[src/rtl/seq_gen_pkg.sv]
`default_nettype none
// +----------------------------------------------------------------------+
// | seq_gen_pkg : mode encodings and initial/last value helpers           |
// | Rev 1.0                                                               |
// +----------------------------------------------------------------------+
package seq_gen_pkg;

  localparam logic [1:0] MODE_BIN     = 2'b00;
  localparam logic [1:0] MODE_GRAY    = 2'b01;
  localparam logic [1:0] MODE_JOHNSON = 2'b10;
  localparam logic [1:0] MODE_RING    = 2'b11;

  function automatic logic [7:0] seq_mask(input int w);
    logic [8:0] t;
    t = (9'd1 << w) - 9'd1;
    return t[7:0];
  endfunction

  function automatic logic [7:0] seq_init(input logic [1:0] m, input int w);
    logic [7:0] r;
    r = (m == MODE_RING) ? 8'd1 : 8'd0;
    return r & seq_mask(w);
  endfunction

  // Binary ends at all ones; Gray, Johnson and ring all end at MSB-only.
  function automatic logic [7:0] seq_last(input logic [1:0] m, input int w);
    logic [8:0] t;
    if (m == MODE_BIN) t = (9'd1 << w) - 9'd1;
    else               t = 9'd1 << (w - 1);
    return t[7:0];
  endfunction

endpackage
`default_nettype wire

[src/rtl/seq_gen_chan.sv]
`default_nettype none
// +----------------------------------------------------------------------+
// | seq_gen_chan : one sequence channel (binary/Gray/Johnson/ring)        |
// | Rev 1.0                                                               |
// +----------------------------------------------------------------------+
module seq_gen_chan
  import seq_gen_pkg::*;
#(
  parameter int W = 3
) (
  input  logic         clk,
  input  logic         rst,
  input  logic         en,
  input  logic         clr,
  input  logic [1:0]   mode,
  output logic [W-1:0] seq_out,
  output logic         wrap
);

  logic [1:0]   mode_q, mode_d;
  logic [W-1:0] state_q, state_d;
  logic [W-1:0] seq_q, seq_d;
  logic         wrap_q, wrap_d;
  logic [W-1:0] init_val, last_val, nxt;

  assign init_val = W'(seq_init(mode, W));
  assign last_val = W'(seq_last(mode_q, W));

  always_comb begin
    mode_d  = mode_q;
    state_d = state_q;
    seq_d   = seq_q;
    wrap_d  = 1'b0;
    nxt     = state_q;
    if (clr || (mode != mode_q)) begin
      mode_d  = mode;
      state_d = init_val;
      seq_d   = init_val;
    end else if (en) begin
      case (mode_q)
        MODE_BIN: begin
          nxt   = state_q + 1'b1;
          seq_d = nxt;
        end
        // State keeps the binary count; output is Gray of the new count.
        MODE_GRAY: begin
          nxt   = state_q + 1'b1;
          seq_d = nxt ^ (nxt >> 1);
        end
        MODE_JOHNSON: begin
          nxt   = {state_q[W-2:0], ~state_q[W-1]};
          seq_d = nxt;
        end
        default: begin
          nxt   = {state_q[W-2:0], state_q[W-1]};
          seq_d = nxt;
        end
      endcase
      state_d = nxt;
      wrap_d  = (seq_q == last_val);
    end
  end

  always_ff @(posedge clk or negedge rst) begin
    if (!rst) begin
      mode_q  <= MODE_BIN;
      state_q <= '0;
      seq_q   <= '0;
      wrap_q  <= 1'b0;
    end else begin
      mode_q  <= mode_d;
      state_q <= state_d;
      seq_q   <= seq_d;
      wrap_q  <= wrap_d;
    end
  end

  assign seq_out = seq_q;
  assign wrap    = wrap_q;

endmodule
`default_nettype wire

[src/rtl/multi_seq_gen.sv]
`default_nettype none
// +----------------------------------------------------------------------+
// | multi_seq_gen : CH independent sequence generator channels            |
// | Rev 1.0                                                               |
// +----------------------------------------------------------------------+
module multi_seq_gen #(
  parameter int CH = 3,
  parameter int W  = 3
) (
  input  logic            clk,
  input  logic            rst,
  input  logic [CH-1:0]   en,
  input  logic [CH-1:0]   clr,
  input  logic [2*CH-1:0] mode,
  output logic [CH*W-1:0] seq_out,
  output logic [CH-1:0]   wrap
);

  generate
    for (genvar i = 0; i < CH; i++) begin : g_chan
      seq_gen_chan #(
        .W (W)
      ) u_chan (
        .clk     (clk),
        .rst     (rst),
        .en      (en[i]),
        .clr     (clr[i]),
        .mode    (mode[2*i+1:2*i]),
        .seq_out (seq_out[W*i+W-1:W*i]),
        .wrap    (wrap[i])
      );
    end
  endgenerate

endmodule
`default_nettype wire

[config.mk]
export PLATFORM = sky130hd
export DESIGN_NAME = multi_seq_gen
export DESIGN_NICKNAME = d
export VERILOG_FILES = /design/src/rtl/seq_gen_pkg.sv /design/src/rtl/seq_gen_chan.sv /design/src/rtl/multi_seq_gen.sv
export SDC_FILE = /design/constraint.sdc
export NUM_CORES = 1
export LEC_CHECK = 0
export ABC_CLOCK_PERIOD_IN_PS = 2000
export CORE_MARGIN = 10
export CORE_UTILIZATION = 45
export DETAILED_ROUTE_END_ITERATION = 16
export PLACE_DENSITY = 0.68
export SYNTH_ARGS = -nofsm -noshare
export SYNTH_HDL_FRONTEND = slang
export SYNTH_SLANG_ARGS = --single-unit
[constraint.sdc]
create_clock -name clk -period 2 [get_ports clk]
set_clock_uncertainty 0.2 [all_clocks]
set_input_delay 0.4 -clock clk [delete_from_list [all_inputs] [get_ports clk]]
set_output_delay 0.4 -clock clk [all_outputs]
set_load 0.02 [all_outputs]
==> results of run 1 <==
[flip-flops by register name (all words and copies together) (netlist names)]
name / count
g_chan.u_chan.seq_out: 9
g_chan.u_chan.wrap: 3
g_chan.u_chan.state_q: 9
g_chan.u_chan.mode_q: 6
[stage by stage]
stage | TNS, ns | area, um^2 | power (mW) | cells
final | 0 | 1940 | 1.05 | 237
after global routing | -0.0275 | 1940 | 1.12 | 237
after CTS | 0 | 1930 | 1.07 | 237
after detailed placement | -0.628 | 1900 | 0.832 | 233
after global placement | -0.284 | 1900 | 0.823 | 233
after floorplan | 0 | 1610 | 0.743 | 168
[final timing paths]
kind	depth (start not counted)	to	slack, ns
setup / recovery	1	seq_out[1]	0.04
hold / removal	2	g_chan[2].u_chan.state_q[1]	0.24
setup reg to reg	3	g_chan[1].u_chan.wrap	0.24
hold reg to reg	2	g_chan[0].u_chan.wrap	0.35
max in group asynchronous	2	g_chan[0].u_chan.mode_q[0]	1.10
min in group clk	2	g_chan[0].u_chan.wrap	0.35
[cells by family after synthesis]
kind of cell,count (synthesis)
flip-flops,27
AND/OR/NAND/NOR,50
XOR/XNOR,12
buffers and inverters,23
AO/OA/AOI/OAI,46
multiplexers,7
adder cells (fa/ha/maj),3
[routing by layer]
layer,track usage [%],wire length (um)
met4,2.64,27
met5,0,0
met1,13.3,1560
met2,19.4,1600
met3,2.14,98
[cell usage in the layout, fill, tap and decap left out, types with 4 or more instances in the layout]
cell type	netlist	routed
o21ai_0	4	4
or3_1	6	6
nor2b_1	6	6
xor2_1	11	11
dlymetal6s2s_1	0	6
nand2_1	6	6
nand3b_1	4	4
nand2b_1	5	5
dfrtp_1	27	27
buf_4	4	16
nand3_1	6	6
clkdlybuf4s50_1	0	19
a211oi_1	9	9
mux2i_1	6	6
nor2_1	14	14
a21oi_1	16	16
[report_power, final]
part	switching [mW]	total, mW	internal [mW]
Combinational	0.112	0.222	0.111
Sequential	0.0286	0.596	0.568
Clock	0.159	0.234	0.0749
Total	0.299	1.05	0.753
[cell type report]
cell class,instances,area [um^2],area share [%]
Multi-Input combinational cell,118,791,40.7
Sequential cell,27,676,34.8
Timing Repair Buffer,41,385,19.9
Tap cell,46,57.6,2.97
Clock buffer,3,22.5,1.16
Clock inverter,1,5.00,0.258
Inverter,1,3.75,0.193
==> impl_metrics.csv, run 1 <==
group,metric,value,unit
sta,maxSlewViolCount,0,
floorplanning,coreArea,0.00339,mm^2
finish,final_nets,209,
floorplanning,row_count,21,
placed_design,pre_cts_ws,-0.0988,ns
sta,maxSlewHeadroom,76.7,%
cts,insertion_delay,0.32,ns
synthesis,synth-edff-count,0,
synthesis,synth_compound_area_share,19.6,%
finish,diodes,0,
sta,worstMarginPinSlew,0.349,ns
cts,clk_pin_slew,0.15,ns
synthesis,synth_cell_types,35,
worst_setup_path,crit_buf_inv,1,
global_route,grt_max_degree,28,
cts,cts_resized,0,
sta,period_needed,1.96,ns
synthesis,synth-simple-area-share,16.1,%
placed_design,port-buffer-count,25,
worst_setup_path,crit_path_end_kind,"output pin",
sta,max_freq,511,MHz
route,drt_pre_antenna_iters,4,
synthesis,synth_nets,185,
cts,cts_tree,"yes",
synthesis,synthAdderAreaFrac,2.33,%
global_route,grt-ovfl-total,0,
worst_setup_path,setup.worst_path.start_class,"flip-flop",
sta,finalWorstSetupSlack,0.0421,ns
worst_setup_path,cp_cell_sequence,"clkdlybuf4s50_1",
synthesis,yosys.area.top_type_share,41.9,%
placed_design,gp_congestion,0.807,
finish,drive_gt1_share,13.1,%
worst_setup_path,slowest_delay,0.64,ns
synthesis,syn_area,0.00161,mm^2
placed_design,dp_hpwl,2.44,mm
synthesis,netlist_instances,168,
job,max-cap-violations,0,
synthesis,yosys.area.top_type,"dfrtp_1",
worst_setup_path,path_class,"flip-flop to output pin",
sta,hold_viol,0,
route,first_iter_violations,68,
global_route,grt_pass1_vias,1332,
min_path,hp-class,"input pin to async pin",
synthesis,synth_xor_xnor_area_share,6.52,%
synthesis,synth_most_common_cell,"dfrtp_1",
floorplanning,die_area,0.00638,mm^2
synthesis,postSynth.asyncResetShare,100,%
synthesis,syn_area_per_cell,9.59,um^2
finish,final_util,57.3,%
global_route,track_usage,11.0,%
run_status,outcome,"complete, no violations",
synthesis,ys_warn_count,0,
synthesis,synth_commonest_cells,"dfrtp_1 (27), a21oi_1 (16), nor2_1 (14), xor2_1 (11), clkbuf_1 (10)",
route,vias,1284,
pwr,max-vdd-ir-drop,0.000289,V
floorplanning,io_pins,26,
pwr,p_leak,0.930,nW
global_route,antenna_found_initial,0,
synthesis,synthMuxAreaShare,4.43,%
pwr,powerDensity,543,mW/mm^2
synthesis,synthFlopType,"dfrtp_1",
synthesis,ys_ff_latch,27,
sta,hold-worst-slack,0.235,ns
cts,htree_levels,1,
route,drc,0,
route,wl,3.28,mm
floorplanning,start_util,47.5,%
finish,syn2layout_area_growth,20.4,%
finish,nFillCells,294,
synthesis,seq_area_frac_synth,41.9,%
sta,setup_violations,0,
worst_setup_path,worst_ep_required_time,1.40,ns
floorplanning,dieHeight,79.8,um
floorplanning,die_w,79.8,um
worst_setup_path,worstPathArrival,1.36,ns
worst_setup_path,crit_fanout,4,
worst_setup_path,r2r_start,"g_chan[1].u_chan.mode_q[0]",
sta,final.period_utilization,97.9,%
global_route,grt_pass1_wl,5.87,mm
cts,clk_path_buf_depth,2,
route,via_per_inst,5.42,
cts,ctsHoldBuffers,0,
synthesis,synth_area_leaders,"dfrtp_1 (42%), xor2_1 (6.0%), a21oi_1 (5.0%), a211oi_1 (4.2%), mux2i_1 (3.7%)",
worst_setup_path,path_delay_family,"buffers and inverters",
worst_setup_path,crit_start,"g_chan[0].u_chan.seq_out[1]",
route,wl_per_cell,13.8,um
synthesis,synth_top_family_by_area,"compound AO/OA/AOI/OAI gates",
worst_setup_path,cpMaxStageDelayCell,"clkdlybuf4s50_1",
cts,cts-root-buf,"clkbuf_4",
cts,cts_setup_buffers,0,
cts,cts_buffers,3,
cts,cts_num_sinks,27,
route,ant_nets,0,
(Power assumes the default switching activity.)
==> run 2, diff against run 1 <==
Settings changed: GPL_ROUTABILITY_DRIVEN set to 0.
==> results of run 2 <==
The final DEF is identical to that of run 1; final timing and power are the same.
==> run 3, diff against run 2 <==
Settings changed: ABC_AREA set to 1, ABC_CLOCK_PERIOD_IN_PS 2000 to 1900, SETUP_SLACK_MARGIN set to 0.3.
Clock period 2 ns to 1.9 ns, I/O delays scaled along.
==> run 3 against run 2 <==
  * Synthesized area is 2.5% higher
  * Setup slack better by 0.28 ns
  * Register-to-register slack better by 0.10 ns
  * Sequential share of layout area is 1.9 points lower
  * Utilization is 3.0 points higher
  * Die area is 1.8% higher
  * Design area is 6.9% higher
  * First-iteration DRC count is 16% higher
  * Routed wire length is 7.2% higher
  * Sequential power is 6.5% higher
  * Synthesized cell count is 40% higher
  * Largest power group unchanged
==> impl_metrics.csv, run 3 <==
group,metric,value,unit
finish,multiInputGateArea,837,um^2
sta,hold-worst-slack,0.100,ns
finish,seq_area,682,um^2
sta,worstMarginPinSlew,0.337,ns
sta,rsz0062_at_grt,"yes",
worst_setup_path,worstPathArrival,1.57,ns
finish,final_common_cell,"nand2_1",
route,vias,1533,
sta,final.period_utilization,82.8,%
floorplanning,die_w,80.6,um
route,drc,0,
pwr,swShare,29.0,%
route,wl_met3,135,um
sta,max_freq,636,MHz
route,drt-met1-wl,1.69,mm
worst_setup_path,r2r_start,"g_chan[2].u_chan.state_q[0]",
finish,final_nets,281,
pwr,p_clk_share,26.5,%
cts,insertion_delay,0.27,ns
finish,syn2layout_area_growth,25.6,%
placed_design,dp_hpwl,2.67,mm
sta,setup_violations,0,
finish,drive_gt1_share,18.3,%
floorplanning,io_pins,26,
finish,nFillCells,332,
floorplanning,coreArea,0.00344,mm^2
cts,htree_levels,1,
synthesis,syn_area_per_cell,7.03,um^2
worst_setup_path,setup.worst_path.start_class,"input pin",
worst_setup_path,crit_fanout,6,
pwr,max-vdd-ir-drop,0.000450,V
run_status,outcome,"complete, no violations",
synthesis,netlist_instances,235,
synthesis,yosys.area.top_type,"dfrtp_1",
global_route,grt_pass1_wl,6.02,mm
route,first_iter_violations,79,
global_route,antenna_found_initial,0,
sta,finalWorstSetupSlack,0.327,ns
synthesis,yosys.area.top_type_share,40.9,%
route,drt_pre_antenna_iters,4,
sta,maxSlewHeadroom,77.6,%
placed_design,place_inst,302,
synthesis,synth_area_leaders,"dfrtp_1 (41%), nand2_1 (15%), inv_1 (8.2%), nand3_1 (7.3%), nor2_1 (5.9%)",
cts,clk_path_buf_depth,2,
floorplanning,row_count,21,
synthesis,synth_commonest_cells,"nand2_1 (64), inv_1 (36), dfrtp_1 (27), nor2_1 (26), nand3_1 (24)",
pwr,pwr-share-seq,52.6,%
floorplanning,dieHeight,80.6,um
worst_setup_path,cpMaxStageDelayCell,"clkdlybuf4s50_1",
synthesis,ys_ff_latch,27,
worst_setup_path,reg2reg_slack,0.34,ns
pwr,powerDensity,583,mW/mm^2
pwr,p_leak,1.09,nW
worst_setup_path,worst_ep_required_time,1.89,ns
sta,period_needed,1.57,ns
worst_setup_path,r2r_end,"g_chan[2].u_chan.seq_out[1]",
synthesis,seq_area_frac_synth,40.9,%
route,wl,3.52,mm
synthesis,synth_nets,252,
synthesis,synth_cell_types,22,
route,maxUsedRoutingLayer,"met4",
worst_setup_path,crit_path_end_kind,"flip-flop",
worst_setup_path,r2r_cells,6,
global_route,track_usage,11.1,%
placed_design,port-buffer-count,25,
global_route,grt_pass1_vias,1398,
sta,hold_viol,0,
worst_setup_path,path_class,"input pin to flip-flop",
worst_setup_path,crit_top_cell,"nor2_1",
worst_setup_path,cp_cell_sequence,"clkdlybuf4s50_1, nor2_1, nor2_1, nand3_1, nand2_1, inv_1, a21oi_1",
cts,cts-root-buf,"clkbuf_8",
cts,cts_num_sinks,27,
synthesis,synth_most_common_cell,"nand2_1",
floorplanning,start_util,48.0,%
job,max-cap-violations,0,
pwr,p_int,0.858,mW
cts,cts_buffers,3,
min_path,hp-class,"input pin to flip-flop",
finish,final_cell_mix,"nand2_1 (60), inv_1 (32), nor2_1 (25), dfrtp_1 (22), nand3_1 (21)",
pwr,finalPower,1.21,mW
synthesis,ys_warn_count,0,
route,via_per_inst,4.96,
global_route,grt-ovfl-total,0,
finish,stdcell_count,309,
sta,fin_setup_tns,0,ns
route,ant_nets,0,
pwr,p_switching,0.351,mW
finish,diodes,0,
floorplanning,die_area,0.00649,mm^2
min_path,min_to,"g_chan[0].u_chan.mode_q[1]",
placed_design,pre_cts_ws,-0.00626,ns
cts,clk_pin_slew,0.09,ns
synthesis,synthFlopType,"dfrtp_1",
synthesis,syn_area,0.00165,mm^2
synthesis,synth-edff-count,0,
cts,cts_tree,"yes",
synthesis,postSynth.asyncResetShare,100,%
min_path,min_path_cells,1,
route,wl_per_cell,11.4,um
min_path,min-delay-start,"mode[1]",
route,wl_met2,1.64,mm
global_route,grt_max_degree,28,
sta,maxSlewViolCount,0,
worst_setup_path,slowest_delay,0.53,ns
pwr,combPwrFrac,20.9,%
cts,ctsHoldBuffers,0,
-- run 3: power by group through the flow --
stage | clock network [mW] | logic [mW] | registers (mW)
floorplan | 0 | 0.137 | 0.642
global placement | 0 | 0.232 | 0.645
detailed placement | 0 | 0.233 | 0.645
CTS | 0.338 | 0.231 | 0.634
global route | 0.364 | 0.289 | 0.640
finish | 0.321 | 0.252 | 0.635
-- run 3: worst max path at each step --
stage,start,end,slack [ns],cells after the start
after CTS,g_chan[2].u_chan.seq_out[0],seq_out[6],0.27,1
after global routing,mode[0],g_chan[0].u_chan.state_q[0],0.25,7
final,mode[0],g_chan[0].u_chan.state_q[0],0.33,7
after global placement,mode[2],g_chan[1].u_chan.seq_out[2],0.005,7
after detailed placement,mode[2],g_chan[1].u_chan.seq_out[2],-0.006,7
after floorplan,g_chan[2].u_chan.mode_q[0],g_chan[2].u_chan.state_q[2],0.44,6
-- run 3: kinds of logic (layout without fill, tap and decap cells) --
group	after synthesis	in the layout	synth area share [%]
DFF	27	27	40.9
and+or+nand+nor	124	124	33.3
xor gates and xnor gates	2	2	1.06
buffers and inverters	49	77	12.1
adders and majority gates	3	3	2.27
AOI/OAI and AO/OA	30	30	10.4
-- run 3: through the flow --
| step | area [um^2] | util, % |
|---|---|---|
| finish | 2070 | 60.3 |
| global route | 2070 | 60.3 |
| CTS | 2010 | 58.5 |
| detailed placement | 1960 | 56.9 |
| global placement | 1960 | 56.9 |
| floorplan | 1650 | - |
-- run 3: cell type report --
type	count	share of cell area (%)
Clock buffer	3	1.99
Clock inverter	1	0.241
Inverter	37	6.69
Multi-Input combinational cell	159	40.3
Sequential cell	27	32.9
Tap cell	46	2.77
Timing Repair Buffer	36	15.1
-- run 3: repair_timing --
action                     CTS  global route
gates resized for setup     27            28
setup buffers                0             3
gates cloned                 0             0
pin swaps                    1             2
setup endpoints to repair   19            25
-- run 3: critical path: cells and delay by family --
| kind | cells | cell delay (ns) |
|---|---|---|
| compound gates | 1 | 0.12 |
| buf+inv | 2 | 0.58 |
| simple gates | 4 | 0.49 |
-- run 3: layer usage --
metal,vias up,track usage (%)
met5,-,0
met4,0,3.17
met3,6,2.45
met2,29,17.8
met1,700,14.5
li1,798,-
